<file path="config.mk">
export PLATFORM = sky130hd
export DESIGN_NAME = gpi_irq_ctrl
export DESIGN_NICKNAME = d
export VERILOG_FILES = /design/src/rtl/gpi_irq_ctrl.sv
export SDC_FILE = /design/constraint.sdc
export NUM_CORES = 1
export LEC_CHECK = 0
export CAP_MARGIN = 20
export CORE_MARGIN = 2
export CORE_UTILIZATION = 59
export DETAILED_ROUTE_END_ITERATION = 8
export HOLD_SLACK_MARGIN = 0.15
export PLACE_DENSITY = 0.8
export SYNTH_ARGS = -nofsm -noshare
export SYNTH_HDL_FRONTEND = slang
export SYNTH_SLANG_ARGS = --single-unit
</file>
<file path="constraint.sdc">
create_clock -name clk -period 9 [get_ports clk]
set_input_delay 1.35 -clock clk [delete_from_list [all_inputs] [get_ports clk]]
set_output_delay 1.35 -clock clk [all_outputs]
set_load 0.05 [all_outputs]
</file>
<file path="src/rtl/gpi_irq_ctrl.sv">
// gpi_irq_ctrl: slot-bus controller for external switch/button inputs.
// Each input bit is synchronised, debounced and edge-detected; enabled
// edges latch into a sticky PENDING register that drives one level irq.
module gpi_irq_ctrl #(
  parameter int W  = 8,
  parameter int CW = 16
) (
  input  logic          clk,
  input  logic          reset,
  input  logic          cs,
  input  logic          read,
  input  logic          write,
  input  logic [4:0]    addr,
  input  logic [31:0]   wr_data,
  output logic [31:0]   rd_data,
  input  logic [W-1:0]  data_in,
  output logic          irq
);

  localparam logic [4:0] A_DATA     = 5'd0;
  localparam logic [4:0] A_RISE_EN  = 5'd1;
  localparam logic [4:0] A_FALL_EN  = 5'd2;
  localparam logic [4:0] A_PENDING  = 5'd3;
  localparam logic [4:0] A_DB_LIMIT = 5'd4;
  localparam logic [4:0] A_CTRL     = 5'd5;

  logic [W-1:0]  s1, s2;
  logic [W-1:0]  stable, stable_nxt;
  logic [CW-1:0] cnt     [W];
  logic [CW-1:0] cnt_nxt [W];

  logic [W-1:0]  rise_en, fall_en, pending, pending_nxt;
  logic [CW-1:0] db_limit;
  logic          ctrl_en;

  logic          wr_en;
  logic [W-1:0]  rise, fall, pend_set, pend_clr;

  // Reads carry no side effects; the strobe and unused write bits are
  // intentionally left unconnected.
  logic unused_bits;
  assign unused_bits = &{1'b0, read, wr_data};

  assign wr_en = cs & write;

  // Two-flop synchroniser for the asynchronous pins.
  // NOTE: sequential state uses non-blocking (<=) so every flop samples
  // pre-edge values; blocking here would collapse the two stages into one.
  always_ff @(posedge clk or posedge reset) begin
    if (reset) begin
      s1 <= '0;
      s2 <= '0;
    end else begin
      s1 <= data_in;
      s2 <= s1;
    end
  end

  // Per-bit debounce: count while s2 disagrees with stable, accept at limit.
  // NOTE: every variable gets a default at the top of always_comb so no path
  // leaves it unassigned, which would otherwise infer a latch.
  always_comb begin
    stable_nxt = stable;
    for (int i = 0; i < W; i++) begin
      cnt_nxt[i] = cnt[i];
      if (s2[i] == stable[i]) begin
        cnt_nxt[i] = '0;
      end else if (cnt[i] >= db_limit) begin
        stable_nxt[i] = s2[i];
        cnt_nxt[i]    = '0;
      end else begin
        cnt_nxt[i] = cnt[i] + CW'(1);
      end
    end
  end

  // Debounced level and per-bit counters.
  // NOTE: the counter array is built from flops, not RAM, so it is reset
  // explicitly; a debounce in progress must be discarded on reset.
  always_ff @(posedge clk or posedge reset) begin
    if (reset) begin
      stable <= '0;
      for (int i = 0; i < W; i++) cnt[i] <= '0;
    end else begin
      stable <= stable_nxt;
      for (int i = 0; i < W; i++) cnt[i] <= cnt_nxt[i];
    end
  end

  // Edge events and sticky pending update; a set beats a same-edge clear.
  always_comb begin
    rise        = stable_nxt & ~stable;
    fall        = ~stable_nxt & stable;
    pend_set    = (rise & rise_en) | (fall & fall_en);
    pend_clr    = (wr_en && addr == A_PENDING) ? wr_data[W-1:0] : '0;
    pending_nxt = pend_set | (pending & ~pend_clr);
  end

  // Software-visible configuration and status registers.
  always_ff @(posedge clk or posedge reset) begin
    if (reset) begin
      rise_en  <= '0;
      fall_en  <= '0;
      pending  <= '0;
      db_limit <= '0;
      ctrl_en  <= 1'b0;
    end else begin
      pending <= pending_nxt;
      if (wr_en) begin
        case (addr)
          A_RISE_EN:  rise_en  <= wr_data[W-1:0];
          A_FALL_EN:  fall_en  <= wr_data[W-1:0];
          A_DB_LIMIT: db_limit <= wr_data[CW-1:0];
          A_CTRL:     ctrl_en  <= wr_data[0];
          default:    ;
        endcase
      end
    end
  end

  // Read mux, combinational from addr and register state.
  always_comb begin
    rd_data = '0;
    case (addr)
      A_DATA:     rd_data = 32'(stable);
      A_RISE_EN:  rd_data = 32'(rise_en);
      A_FALL_EN:  rd_data = 32'(fall_en);
      A_PENDING:  rd_data = 32'(pending);
      A_DB_LIMIT: rd_data = 32'(db_limit);
      A_CTRL:     rd_data = {31'd0, ctrl_en};
      default:    rd_data = '0;
    endcase
  end

  assign irq = ctrl_en & (|pending);

endmodule

</file>
After elaboration in Yosys (flattened, before gate mapping)
Cells that the tools add are included.
{"block": "word_totals", "register_bits": 193, "output_inout_bits": 33, "input_bits": 50, "elab_cells": 98}
{"block": "classes", "n_reduce_logical": 7, "n_addsub": 8, "mux": 34, "eq_ne": 13, "order_cmp": 8, "bitwise": 12}
{"operator": "$mux W16", "count": 16}
{"operator": "$add A16 B1 Y16 const B", "count": 8}
{"operator": "$ge A16 B16 Y1", "count": 8}
{"operator": "$pmux W16 S6", "count": 1}
{"operator": "$and A8 B8 Y8", "count": 5}
{"operator": "$not A8 Y8", "count": 3}
{"operator": "$mux W1", "count": 16}
{"operator": "$or A8 B8 Y8", "count": 2}
{"operator": "$eq A5 B2 Y1 const B", "count": 2}
{"operator": "$eq A5 B3 Y1 const B", "count": 2}
{"operator": "$eq A1 B1 Y1", "count": 8}
{"operator": "$mux W8", "count": 1}
{"operator": "$reduce_and A2 Y1", "count": 4}
{"operator": "$reduce_or A8 Y1", "count": 1}
{"operator": "$eq A5 B1 Y1 const B", "count": 1}
{"operator": "$logic_not A5 Y1", "count": 1}
{"operator": "$and A1 B1 Y1", "count": 2}
{"operator": "$logic_and A1 B1 Y1", "count": 1}

Depth between registers and ports, before layout
Gate-level depths: netlist (run 1).
{"block": "logic_depth", "depth_word": 8, "mapped_depth": 9, "ltp_nobuf": 7}

Worst setup path after synthesis (run 1)
No wires, ideal clock.
{"block": "synth_path", "path_kind": "input port to output port", "startpoint": "input port addr[4]", "endpoint": "output port rd_data[1]", "arrival_time_ns": 2.718, "t_required_ns": 7.650, "cell_stages": 4, "path_slack_ns": 4.932, "path_buffers": 0, "cell_sequence": "nor3_1 nor3b_1 a222oi_1 nand2_1"}
{"block": "synth_between", "elab_chain_cells": 2, "elab_cells_between_ends": 7, "classes_between": "eq/ne (5); mux (1); reduce/logical (1)"}
{"element": "from (decl)", "line_no": "13", "text": "input logic [4:0] addr,"}
{"element": "$eq A5 B3 Y1 (tied with other cells)", "line_no": "124", "text": "case (addr)"}
{"element": "$pmux W16 S6 *", "line_no": "124"}
{"element": "to (decl)", "line_no": "15", "text": "output logic [31:0] rd_data,"}
Every way passes the cells marked *; elsewhere a longest branch is shown, timed or not.

Worst setup path in the final report (run 1)
{"block": "layout_path", "startpoint": "input port addr[1]", "endpoint": "output port rd_data[3]"}
Same word-level chain as after synthesis.

==> results of run 1 <==
## power by group through the flow
stage	clock network, uW	logic, uW	registers (uW)
6_report	791	331	941
5_1_grt	839	367	946
4_1_cts	798	328	941
3_5_place_dp	0	324	957
3_3_place_gp	0	311	955
2_1_floorplan	0	219	945
## how the worst min path moves through the flow
| stage | from | endpoint | slack (ps) |
|---|---|---|---|
| after global placement | s1[6] | s2[6] | 330 |
| after detailed placement | s1[1] | s2[1] | 340 |
| after global routing | s1[3] | s2[3] | 360 |
| after CTS | s1[1] | s2[1] | 360 |
| after floorplan | s1[0] | s2[0] | 330 |
| final | s1[1] | s2[1] | 350 |
## through the flow
step	setup WS, ps	total power (uW)	std cells	util (%)
2_1_floorplan	2390	1160	1187	-
3_3_place_gp	3240	1270	1465	63.1
3_5_place_dp	3290	1280	1465	63.1
4_1_cts	3280	2070	1497	66.3
5_1_grt	3030	2150	1498	66.3
6_report	3240	2060	1498	66.3
## metal layers
| layer | wire, um | vias up | track usage (%) |
|---|---|---|---|
| li1 | - | 4191 | - |
| met1 | 11700 | 4266 | 37.2 |
| met2 | 12700 | 262 | 45.1 |
| met3 | 1670 | 48 | 4.44 |
| met4 | 688 | 0 | 9.08 |
| met5 | 0 | - | 0 |
## final cells by class
type / instances / area (um2) / share of cell area [%]
Multi-Input combinational cell: 909 / 6360 / 49.6
Sequential cell: 193 / 4830 / 37.7
Timing Repair Buffer: 51 / 503 / 3.92
Clock buffer: 19 / 453 / 3.53
Tap cell: 265 / 332 / 2.59
Inverter: 48 / 188 / 1.46
Clock inverter: 13 / 160 / 1.25
## synthesized netlist by cell type (all sizes together), types with 5 or more instances
library cell,number
ha,136
nand4,37
o21ai,31
a22oi,9
xnor2,44
or4,6
nand3b,10
nor3,26
xor2,76
nand2b,8
buf,30
nand3,73
inv,48
a31oi,8
and3,26
and4,8
and2,17
a22o,5
a211oi,5
dfrtp,193
a21oi,34
a2111oi,8
clkbuf,7
a222oi,8
nand2,98
mux2,27
nor2,155
## cell families (layout without fill, tap and decap cells)
| logic type | Yosys count | count (layout) |
|---|---|---|
| and+or+nand+nor | 480 | 480 |
| DFF | 193 | 193 |
| adders and majority gates | 136 | 136 |
| AOI/OAI and AO/OA | 130 | 130 |
| xor gates and xnor gates | 120 | 120 |
| buffers and inverters | 85 | 131 |
| muxes | 27 | 27 |
| other | 1 | 16 |
## worst reg2reg max path, cell delays in order (launching register included)
cell and delay, ps:
sky130_fd_sc_hd__dfrtp_1 400, sky130_fd_sc_hd__inv_1 510, sky130_fd_sc_hd__ha_1 380, sky130_fd_sc_hd__a21o_1 200, sky130_fd_sc_hd__a221oi_2 250, sky130_fd_sc_hd__o22ai_1 140, sky130_fd_sc_hd__or4_1 1010, sky130_fd_sc_hd__nor2_1 290
## flip-flops by register name, summed over array words and instances (netlist names)
register and flops:
rise_en 8, fall_en 8, s1 8, ctrl_en 1, pending 8, stable 8, db_limit 16, s2 8
cnt 128
## cells in the final DEF, fill, tap and decap left out, types with 3 or more instances in the layout
master / count
sky130_fd_sc_hd__dfrtp_1: 193
sky130_fd_sc_hd__nor2_1: 145
sky130_fd_sc_hd__ha_1: 136
sky130_fd_sc_hd__nand2_1: 98
sky130_fd_sc_hd__xor2_1: 76
sky130_fd_sc_hd__nand3_1: 73
sky130_fd_sc_hd__clkdlybuf4s50_1: 49
sky130_fd_sc_hd__inv_1: 47
sky130_fd_sc_hd__xnor2_1: 44
sky130_fd_sc_hd__nand4_1: 36
sky130_fd_sc_hd__a21oi_1: 34
sky130_fd_sc_hd__o21ai_0: 31
sky130_fd_sc_hd__and3_1: 26
sky130_fd_sc_hd__nor3_1: 26
sky130_fd_sc_hd__mux2_2: 26
sky130_fd_sc_hd__clkbuf_16: 17
sky130_fd_sc_hd__and2_1: 16
sky130_fd_sc_hd__conb_1: 16
sky130_fd_sc_hd__nand3b_1: 10
sky130_fd_sc_hd__a22oi_1: 9
sky130_fd_sc_hd__a222oi_1: 8
sky130_fd_sc_hd__a31oi_1: 8
sky130_fd_sc_hd__nand2b_1: 8
sky130_fd_sc_hd__a2111oi_0: 8
sky130_fd_sc_hd__nor2_4: 8
sky130_fd_sc_hd__and4_1: 7
sky130_fd_sc_hd__or4_1: 6
sky130_fd_sc_hd__a211oi_1: 5
sky130_fd_sc_hd__a22o_1: 5
sky130_fd_sc_hd__clkinvlp_4: 5
sky130_fd_sc_hd__nor3b_1: 4
sky130_fd_sc_hd__a21o_1: 4
sky130_fd_sc_hd__o21a_1: 4
sky130_fd_sc_hd__nor4b_1: 3
sky130_fd_sc_hd__o21bai_1: 3
sky130_fd_sc_hd__o2bb2ai_1: 3
sky130_fd_sc_hd__clkinv_2: 3
sky130_fd_sc_hd__bufinv_16: 3
==> results.md, run 1 <==
- Once the floorplan was initialized, standard cells occupied approximately three fifths of the core.
- The layout cell share with drive strength beyond 1 is 6.16%.
- The pin count of the biggest net entering global routing is about 130.
- The register-to-register setup slack is approximately 5800 ps.
- For the worst setup path, the data arrival time is 4410 ps.
- Ranked by total cell area, the synthesized netlist is headed by sky130_fd_sc_hd__dfrtp_1 (42%), sky130_fd_sc_hd__ha_1 (15%), sky130_fd_sc_hd__xor2_1 (5.8%).
- The first detailed-routing pass took 5 iterations.
- The area of all placed cells without fillers is between 10,000 and 15,000 um2.
- Of the post-synthesis cell area, the part taken by muxes is under 10%.
- At the pin with the least slew margin, the transition time is 1060 ps.
- The wire length of the first global-routing pass is roughly 44 mm.
- Fill cells in the final layout number 1,487.
- The required time of the worst setup path is approximately 7700 ps.
- The number of cells on the worst reg-to-reg path is 7.
- On the worst path, the slowest cell contributes a delay of between 800 and 900 ps.
- The highest-delay cell along the critical path is sky130_fd_sc_hd__clkdlybuf4s50_1.
- The category of the critical setup timing path is primary input to output pin.
- Global routing used a little over a quarter of the available tracks.
- The final worst hold slack is roughly 350 ps.
- The number of cells on the critical path is 6.
- The cell family contributing the most delay on the critical path is simple AND/OR/NAND/NOR gates.
- The area of the core region is slightly below 20,000 um2.
- In the routed design, unresolved DRC markers number 0.
- The tightest min-delay check is of the flip-flop to flip-flop type.
- In this run, synthesis produced a sequential element count of about 190.
- The kind of launch point of the worst setup path is a primary input.
- The flow ran to the end, and the final reports show no timing, DRC or antenna violations.
- TritonCTS built the clock tree.
- In this run the tightest slew margin relative to its limit is just under 30%.
- The post-CTS clock slew at the launch and capture registers of the worst setup and hold paths is ~70 ps.
- The peak supply drop is between 0.1 and 0.15 mV.
- The total of cells resized after clock tree synthesis is 0.
- The antenna cell count is 0.
- The number of hold buffers added after CTS is 0.
- Each instance of the synthesized netlist takes up on average about 9.9 um2.
- The clock period minus worst slack is 5760 ps.
- Summed over all nets, the half-perimeter wirelength after detailed placement is around 18 mm.
- The maximum fanout along the worst path is 16.
- Once placement finished, the instance area stood at ~12,000 um2.
- The root cell of the clock tree is sky130_fd_sc_hd__clkbuf_16.
- The worst hold path was traced through 0 stages.
- The post-detailed-route count of antenna-violating nets is 0.
- The total of endpoints with negative setup slack in the final report is 0.
- The die height is between 100 and 150 um.
- The iteration-0 DRC count of the detailed router is ~560.
- During placement, the flow inserted port buffers numbering approximately 50.
- The number of buffers inserted by post-CTS setup repair is 0.
- The floorplan step defined a die boundary enclosing about 21,000 um2.
- The peak clock frequency supported by timing is ~170 MHz.
- After detailed routing, the number of vias per cell comes to between 5 and 6.
- At the end of routability-driven placement, the weighted congestion stood at approximately 0.83.
- The startpoint identified for the worst register-to-register timing path is db_limit[5].
- The via count of the first global-routing pass is 8,738.
- The worst path buffer plus inverter count is 2.
- By area, the combinational part of the netlist is dominated by simple AND/OR/NAND/NOR gates.
- The most used cell along the critical path is sky130_fd_sc_hd__clkdlybuf4s50_1.
- The number of rows in the core area is just over 50.
- The critical path endpoint is rd_data[3].
- The count of flip-flops with a built-in enable after synthesis is 0.
- In the final timing run, aggregate negative setup slack is 0 ps.
- The clock drives 193 sinks.
- Yosys mapped the design onto slightly below 60 distinct sky130hd cell types.
- The routed wirelength normalized by instance count is around 18 um.
- Global routing finished with a remaining overflow of 0.
- The net total in the final layout is about 1,400.
- The Yosys step of the flow raised 0 warnings.
- The worst register-to-register path ends at cnt[63].
- The final critical path takes up 64.0% of the cycle.
- The synthesized cell area is roughly 12,000 um2.
- The number of antenna violations at the first check in global routing is 0.
- Summed over all cells, the static leakage comes to about 0.0061 uW.
- The final route contains a little under 9,000 vias.
- The H-tree depth is 4.
- The critical path starts at addr[1].
- In the synthesized netlist the dominant register cell turns out to be sky130_fd_sc_hd__dfrtp_1.
- The final hold violation count is 0.
- The post-synthesis cell count is around 1,200.
- The power per cell area is ~160 nW/um2.
- STA classifies the critical path endpoint as an output pin.
- Setup repair after global routing left no endpoint under its margin.
- Of the post-synthesis cell area, the dominant cell type holds 41.8%.
- Measured along the x axis, the die boundary spans around 140 um.
- The internal portion of the total power is approximately 1500 uW.
- Summed over all instances, the cell type with the most area after synthesis is sky130_fd_sc_hd__dfrtp_1.
- Of the total synthesized cell area, the portion taken by full adders, half adders and majority gates is ~15%.
- The number of pins exceeding their max-slew limit in the final report was 0.
- The number of buffers on the longest clock path is 2.
- The I/O pin count is a little over 80.
- Sequential cells were found to cover between 40% and 50% of the synthesized design area.
- The tool flagged a number of max-cap violations equal to 0.
- The xor/xnor cell area share of the yosys netlist is 9.09%.
- For this block, the routed nets add up to roughly 27 mm of wire.
- The analysis attributes to net switching a power of 602 uW.
- Summing the areas of all compound-gate instances in the mapped netlist gives approximately 7.4% of the synthesized area.
- The synthesized-area fraction occupied by and/or/nand/nor cells is around a fifth.
- The signal on the critical path passes through clkdlybuf4s50_1 > nor4b_1 > and2b_1 > a22oi_1 > nand2_1 > clkdlybuf4s50_1.
- The clock reaches the later pin of the worst-skew pair after roughly 440 ps.
- In this run switching power makes up between 20% and 30% of total power.
- The worst clock skew is 8.18 ps.
- Registers are responsible for 45.6% of the overall power.
- Of all flip-flops after synthesis, the portion carrying an async set or reset was between 90% and 100%.
- The proportion of power drawn by combinational gates is 16.0%.
- The clock power share is 38.3%.
- The TritonCTS buffer count is 17.
- The area added between synthesis and finish is 10.8%.
(Power assumes the default switching activity.)
==> inputs of run 2 (changes only) <==
==> constraint.sdc (replaced) <==
create_clock -name clk -period 5.5 [get_ports clk]
set_input_delay 0.825 -clock clk [delete_from_list [all_inputs] [get_ports clk]]
set_output_delay 0.825 -clock clk [all_outputs]
set_load 0.05 [all_outputs]
==> run 2 against run 1 <==
Net effect: global-route usage fell by 0.36 points; count of clock-buffer cells in the layout is the same; non-clock buffer count up 2; combinational power rose by 64%; register-to-register slack worse by 3500 ps; worst setup slack got worse by 2300 ps; sequential power up 64%; critical endpoint is now rd_data[4]; critical path type unchanged; cell count up 0.13%; sequential cell count unchanged; die area did not move.
==> results.md, run 2 (synthesized netlist as in run 1, its figures left out) <==
- Result of the run: finished, final reports clean (unchanged).
- The peak supply drop is 0.241 mV (was 0.134 mV).
- The leakage component of the power is 0.00609 uW (about the same).
- The iteration-0 DRC count of the detailed router is 734 (was 563).
- The total negative slack is 0 ps (unchanged).
- Unrepaired setup endpoints after global routing: false (unchanged).
- The power per cell area came to 259 nW/um2 (was 161 nW/um2).
- The number of buffers on the longest clock path is 2 (unchanged).
- The arrival time at the worst endpoint is 3770 ps (was 4410 ps).
- The number of antenna violations at the first check in global routing was 0 (unchanged).
- The instance count after placement with tap cells included is 1,468 (was 1,465).
- The post-detailed-route count of antenna-violating nets is 0 (unchanged).
- The register-to-register setup slack came to 2280 ps (was 5750 ps).
- The total of cells resized after clock tree synthesis is 0 (unchanged).
- The filler cell count was 1,496 (was 1,487).
- The number of rows in the core area is 51 (unchanged).
- The worst clock skew is 7.50 ps (was 8.18 ps).
- The largest register by flop count was cnt (unchanged).
- The number of maximum-capacitance constraint violations is 0 (unchanged).
- The overall global routing resource usage is 27.0% (was 27.4%).
- The root cell of the clock tree is sky130_fd_sc_hd__clkbuf_16 (unchanged).
- The count of vias placed by the detailed router is 8,814 (was 8,767).
- The via count of the first global-routing pass is 8,631 (was 8,738).
- The number of non-filler instances in the completed layout is 1,500 (was 1,498).
- The antenna cell count is 0 (unchanged).
- The initial cell density of the core is 59.8% (unchanged).
- The die height is 144 um (unchanged).
- The area of the core region was 19,300 um2 (unchanged).
- The post-detailed-routing wire length is 26.7 mm (about the same).
- The area of the die is 20,700 um2 (unchanged).
- The routed wirelength normalized by instance count was 17.8 um (about the same).
- The kind of launch point of the worst setup path was a primary input (unchanged).
- The final hold violation count was 0 (unchanged).
- The leading cell type in the layout, fill and taps excluded is sky130_fd_sc_hd__dfrtp_1 (unchanged).
- The worst slew margin relative to its limit came to 29.7% (was 29.5%).
- The number of pins exceeding their max-slew limit in the final report was 0 (unchanged).
- The area added between synthesis and finish is 10.8% (about the same).
- The maximum fanout along the worst path is 16 (unchanged).
- The wire length of the first global-routing pass is 43.3 mm (was 43.6 mm).
- The clock sink count was 193 (unchanged).
- The number of buffers inserted by post-CTS setup repair was 0 (unchanged).
- The placed wire-length estimate is 18.1 mm (was 17.9 mm).
- The source-to-sink clock delay at the later pin of the worst-skew pair was 440 ps (about the same).
- The weighted congestion at the end of routability-driven global placement is 0.843 (was 0.831).
- The detailed-route DRC error count is 0 (unchanged).
- The total global routing overflow is 0 (unchanged).
- The horizontal die dimension is 144 um (unchanged).
- The post-CTS clock slew at the launch and capture registers of the worst setup and hold paths came to 70 ps (about the same).
- The I/O pin count was 83 (unchanged).
- The total of endpoints with negative setup slack in the final report is 0 (unchanged).
- The flip-flop count of the largest register, all copies and words added was 128 (unchanged).
- The required time of the worst setup path is 4680 ps (was 7650 ps).
- The via density per instance is 5.88 (was 5.85).
- The H-tree depth was 4 (unchanged).
- The total power draw is 3320 uW (was 2060 uW).
- The TritonCTS clock tree is built (unchanged).
- The category of the critical setup timing path is primary input to output pin (unchanged).
- The number of hold buffers added after CTS is 0 (unchanged).
- The pin count of the biggest net entering global routing came to 148 (was 126).
- For the finished layout, the period the worst path requires is about 4600 ps.
- The net total in the final layout is 1,408 (was 1,406).
- Registers with the most flip-flops: cnt (128), db_limit (16) (unchanged).
- The ratio of final minimum period to clock period is 83.5%.
- The kind of capture point of the worst setup path is an output pin (unchanged).
- The layout cell share with drive strength beyond 1 was 6.23% (was 6.16%).
- The number of iterations in the first detailed-routing pass is 7 (was 5).
- Most used cells in the layout excluding fill and tap cells: sky130_fd_sc_hd__dfrtp_1 (193), sky130_fd_sc_hd__nor2_1 (145), sky130_fd_sc_hd__ha_1 (136) (unchanged).
- The peak clock frequency supported by timing is around 220 MHz.
- The pin slew with the least headroom to its limit is 1050 ps (was 1060 ps).
- The number of port buffers came to 49 (unchanged).
- The path type of the worst min-delay path is flip-flop to flip-flop (unchanged).
- The TritonCTS buffer count is 17 (unchanged).
==> run 2: worst paths after layout <==
path,startpoint,cells after the start,to
min in group asynchronous,reset,2,cnt[73]
max in group asynchronous,reset,3,cnt[39]
hold reg to reg,s1[3],0,s2[3]
setup reg to reg,db_limit[7],7,cnt[54]
setup / recovery,addr[1],6,rd_data[4]
hold / removal,s1[3],0,s2[3]
==> run 2: layout make-up <==
class                   instances  area [um2]  area share (%)
inverters                      48         184            1.44
repair buffers                 53         533            4.16
clock inverters                13         138            1.07
multi-input cells             909        6360            49.6
flip-flops and latches        193        4830            37.7
clock buffers                  19         443            3.46
well taps                     265         332            2.59
==> run 2: power by group <==
part | internal [uW] | switching [uW]
clock | 681 | 549
combinational | 175 | 369
sequential | 1480 | 61.6
==> run 2: per-stage QoR <==
stage | setup WS, ps | hold WS, ps | instance area [um2] | util [%]
after floorplan | 2180 | 331 | 11600 | -
after global placement | 1000 | 335 | 12200 | 63.3
after detailed placement | 954 | 336 | 12200 | 63.3
after CTS | 948 | 352 | 12800 | 66.3
after global routing | 750 | 354 | 12800 | 66.3
final | 907 | 351 | 12800 | 66.3
==> run 2: metal layers <==
layer  part of all wire [%]  global-route usage, %  vias up
met2                     47                   43.4      255
met4                    2.9                   10.8        0
met1                     45                   36.3     4295
met5                      0                      0        -
met3                    6.0                   5.17       60
li1                       -                      -     4204
==> run 2: worst max-delay path, stage by stage <==
cell,delay [ps]
sky130_fd_sc_hd__clkdlybuf4s50_1,500
sky130_fd_sc_hd__nor4b_1,680
sky130_fd_sc_hd__and2b_1,580
sky130_fd_sc_hd__a22oi_1,180
sky130_fd_sc_hd__nand2_1,170
sky130_fd_sc_hd__clkdlybuf4s50_1,820
==> inputs of run 3 (changes only) <==
--- a/config.mk
+++ b/config.mk
@@ -7,10 +7,10 @@
 export LEC_CHECK = 0
 export CAP_MARGIN = 20
 export CORE_MARGIN = 2
-export CORE_UTILIZATION = 59
+export CORE_UTILIZATION = 54
 export DETAILED_ROUTE_END_ITERATION = 8
 export HOLD_SLACK_MARGIN = 0.15
-export PLACE_DENSITY = 0.8
+export PLACE_DENSITY = 0.77
 export SYNTH_ARGS = -nofsm -noshare
 export SYNTH_HDL_FRONTEND = slang
 export SYNTH_SLANG_ARGS = --single-unit
==> constraint.sdc (replaced) <==
create_clock -name clk -period 4.2 [get_ports clk]
set_input_delay 0.63 -clock clk [delete_from_list [all_inputs] [get_ports clk]]
set_output_delay 0.63 -clock clk [all_outputs]
set_load 0.05 [all_outputs]
==> run 3 against run 2 <==
Net effect: clock power up 37%; power grew 34%; wire length grew 2.2%; largest cell class unchanged; highest routed layer unchanged.
==> results.md, run 3 (synthesized netlist as in run 1, its figures left out) <==
- Result of the run: finished, final reports clean (unchanged).
- The launch point of the worst reg-to-reg path is db_limit[15] (was db_limit[7]).
- The layout cell share with drive strength beyond 1 came to 7.85% (was 6.23%).
- The category of the critical setup timing path is primary input to output pin (unchanged).
- The initial cell density of the core was 55.0% (was 59.8%).
- The H-tree depth is 4 (unchanged).
- The pin slew with the least headroom to its limit was 1050 ps (about the same).
- The overall global routing resource usage is 25.1% (was 27.0%).
- The pin count of the biggest net entering global routing is 194 (was 148).
- The via density per instance came to 5.83 (was 5.88).
- The power per cell area is 342 nW/um2 (was 259 nW/um2).
- The area of the core region is 21,000 um2 (was 19,300 um2).
- The arrival time at the worst endpoint was 3210 ps (was 3770 ps).
- The total of cells resized after clock tree synthesis is 0 (unchanged).
- The end of the worst register-to-register path was cnt[53] (was cnt[54]).
- The largest register by flop count is cnt (unchanged).
- The area added between synthesis and finish was 12.6% (was 10.8%).
- The required time of the worst setup path is 3570 ps (was 4680 ps).
- The count of vias placed by the detailed router came to 8,880 (was 8,814).
- The antenna cell count is 0 (unchanged).
- The source-to-sink clock delay at the later pin of the worst-skew pair is 440 ps (about the same).
- The peak clock frequency supported by timing is about 260 MHz.
- The via count of the first global-routing pass is 8,526 (was 8,631).
- The wire length of the first global-routing pass was 43.7 mm (was 43.3 mm).
- The routed wirelength normalized by instance count is 17.9 um (was 17.8 um).
- The start point of the worst hold path is s1[3] (unchanged).
- The number of antenna violations at the first check in global routing is 0 (unchanged).
- The kind of capture point of the worst setup path is an output pin (unchanged).
- The ratio of final minimum period to clock period is around nine tenths.
- The worst setup slack after layout came to 356 ps (was 907 ps).
- The maximum fanout along the worst path is 13 (was 16).
- The total of endpoints with negative setup slack in the final report was 0 (unchanged).
- Unrepaired setup endpoints after global routing: false (unchanged).
- The number of hold buffers added after CTS is 0 (unchanged).
- The setup slack at placement was 404 ps (was 954 ps).
- The leading cell type in the layout, fill and taps excluded is sky130_fd_sc_hd__dfrtp_1 (unchanged).
- The peak supply drop is 0.220 mV (was 0.241 mV).
- The hold path endpoint was s2[3] (unchanged).
- Most used cells in the layout excluding fill and tap cells: sky130_fd_sc_hd__dfrtp_1 (193), sky130_fd_sc_hd__nor2_1 (145), sky130_fd_sc_hd__ha_1 (136) (unchanged).
- The root cell of the clock tree was sky130_fd_sc_hd__clkbuf_16 (unchanged).
- The number of iterations in the first detailed-routing pass is 7 (unchanged).
- The total negative slack was 0 ps (unchanged).
- The iteration-0 DRC count of the detailed router is 643 (was 734).
- The area of the die came to 22,600 um2 (was 20,700 um2).
- The number of maximum-capacitance constraint violations is 0 (unchanged).
- The filler cell count came to 1,682 (was 1,496).
- The placed wire-length estimate was 18.5 mm (was 18.1 mm).
- The horizontal die dimension is 150 um (was 144 um).
- The number of buffers on the longest clock path is 2 (unchanged).
- The number of port buffers is 49 (unchanged).
- The number of pins exceeding their max-slew limit in the final report is 0 (unchanged).
- The number of rows in the core area is 53 (was 51).
- The register-to-register setup slack is 1010 ps (was 2280 ps).
- The post-detailed-routing wire length came to 27.3 mm (was 26.7 mm).
- The TritonCTS clock tree is built (unchanged).
- The leakage component of the power is 0.00622 uW (was 0.00609 uW).
- The TritonCTS buffer count is 17 (unchanged).
- The weighted congestion at the end of routability-driven global placement is 0.818 (was 0.843).
- The die height is 150 um (was 144 um).
- The post-detailed-route count of antenna-violating nets is 0 (unchanged).
- The count of cells along the worst register-to-register path is 7 (unchanged).
- The path type of the worst min-delay path is flip-flop to flip-flop (unchanged).
- The worst clock skew is 14.6 ps (was 7.50 ps).
- The net total in the final layout came to 1,421 (was 1,408).
- The flip-flop count of the largest register, all copies and words added is 128 (unchanged).
- The cell count of the worst hold path came to 0 (unchanged).
- The post-CTS clock slew at the launch and capture registers of the worst setup and hold paths is 70 ps (about the same).
- Registers with the most flip-flops: cnt (128), db_limit (16) (unchanged).
- The final hold violation count is 0 (unchanged).
- The clock sink count is 193 (unchanged).
- The I/O pin count is 83 (unchanged).
- The worst slew margin relative to its limit was 29.7% (about the same).
- The number of buffers inserted by post-CTS setup repair is 0 (unchanged).
- Subtracting the final worst setup slack from the clock period gives slightly below 4000 ps.
- The total global routing overflow is 0 (unchanged).
- The detailed-route DRC error count is 0 (unchanged).
- The kind of launch point of the worst setup path is a primary input (unchanged).
-- run 3: cell types whose count changed in the layout (fill, tap and decap cells not counted), moves of 2 or more --
| cell | before | now |
|---|---|---|
| sky130_fd_sc_hd__buf_12 | 1 | 9 |
| sky130_fd_sc_hd__buf_4 | 3 | 17 |
| sky130_fd_sc_hd__clkdlybuf4s50_1 | 49 | 40 |
| sky130_fd_sc_hd__inv_6 | 1 | 3 |
| sky130_fd_sc_hd__clkinvlp_4 | 4 | 2 |
-- run 3: through the flow --
step | instances | total power, uW | hold WS (ps) | utilization (%) | instance area [um2]
final | 1523 | 4460 | 349 | 62.0 | 13000
after global placement | 1491 | 2760 | 331 | 59.1 | 12400
after global routing | 1523 | 4640 | 354 | 62.0 | 13000
after detailed placement | 1491 | 2790 | 335 | 59.1 | 12400
after CTS | 1523 | 4480 | 349 | 62.0 | 13000
after floorplan | 1187 | 2500 | 331 | - | 11600
-- run 3: metal layers --
metal	GRT usage [%]	share of wire (%)
met5	0	0
met4	10.6	3.3
met3	4.45	6.1
met2	40.7	48
met1	33.1	43
-- run 3: how the worst max path moves through the flow --
stage / startpoint / endpoint / cells after the start
detailed placement: addr[1] / rd_data[11] / 6
floorplan: reset / cnt[0] / 1
CTS: addr[1] / rd_data[11] / 6
global placement: addr[1] / rd_data[11] / 6
finish: addr[1] / rd_data[11] / 6
global route: addr[1] / rd_data[11] / 6
-- run 3: critical path: stages --
cell                              delay [ps]
sky130_fd_sc_hd__clkdlybuf4s50_1         490
sky130_fd_sc_hd__nor4b_1                 450
sky130_fd_sc_hd__buf_4                   200
sky130_fd_sc_hd__and2b_1                 430
sky130_fd_sc_hd__and2_1                  200
sky130_fd_sc_hd__clkdlybuf4s50_1         800
-- run 3: layout make-up --
cell class	instances	area [um2]	area share, %
clock inverters	12	156	1.20
repair buffers	66	708	5.44
well taps	275	344	2.64
clock buffers	20	447	3.43
multi-input cells	909	6360	48.8
inverters	48	184	1.41
flip-flops and latches	193	4830	37.1
-- run 3: where the power goes --
part           switching (uW)  internal (uW)  leakage, uW
clock network             726            958     0.000295
logic                     498            260      0.00336
registers                76.2           1940      0.00256
total                    1300           3160      0.00622
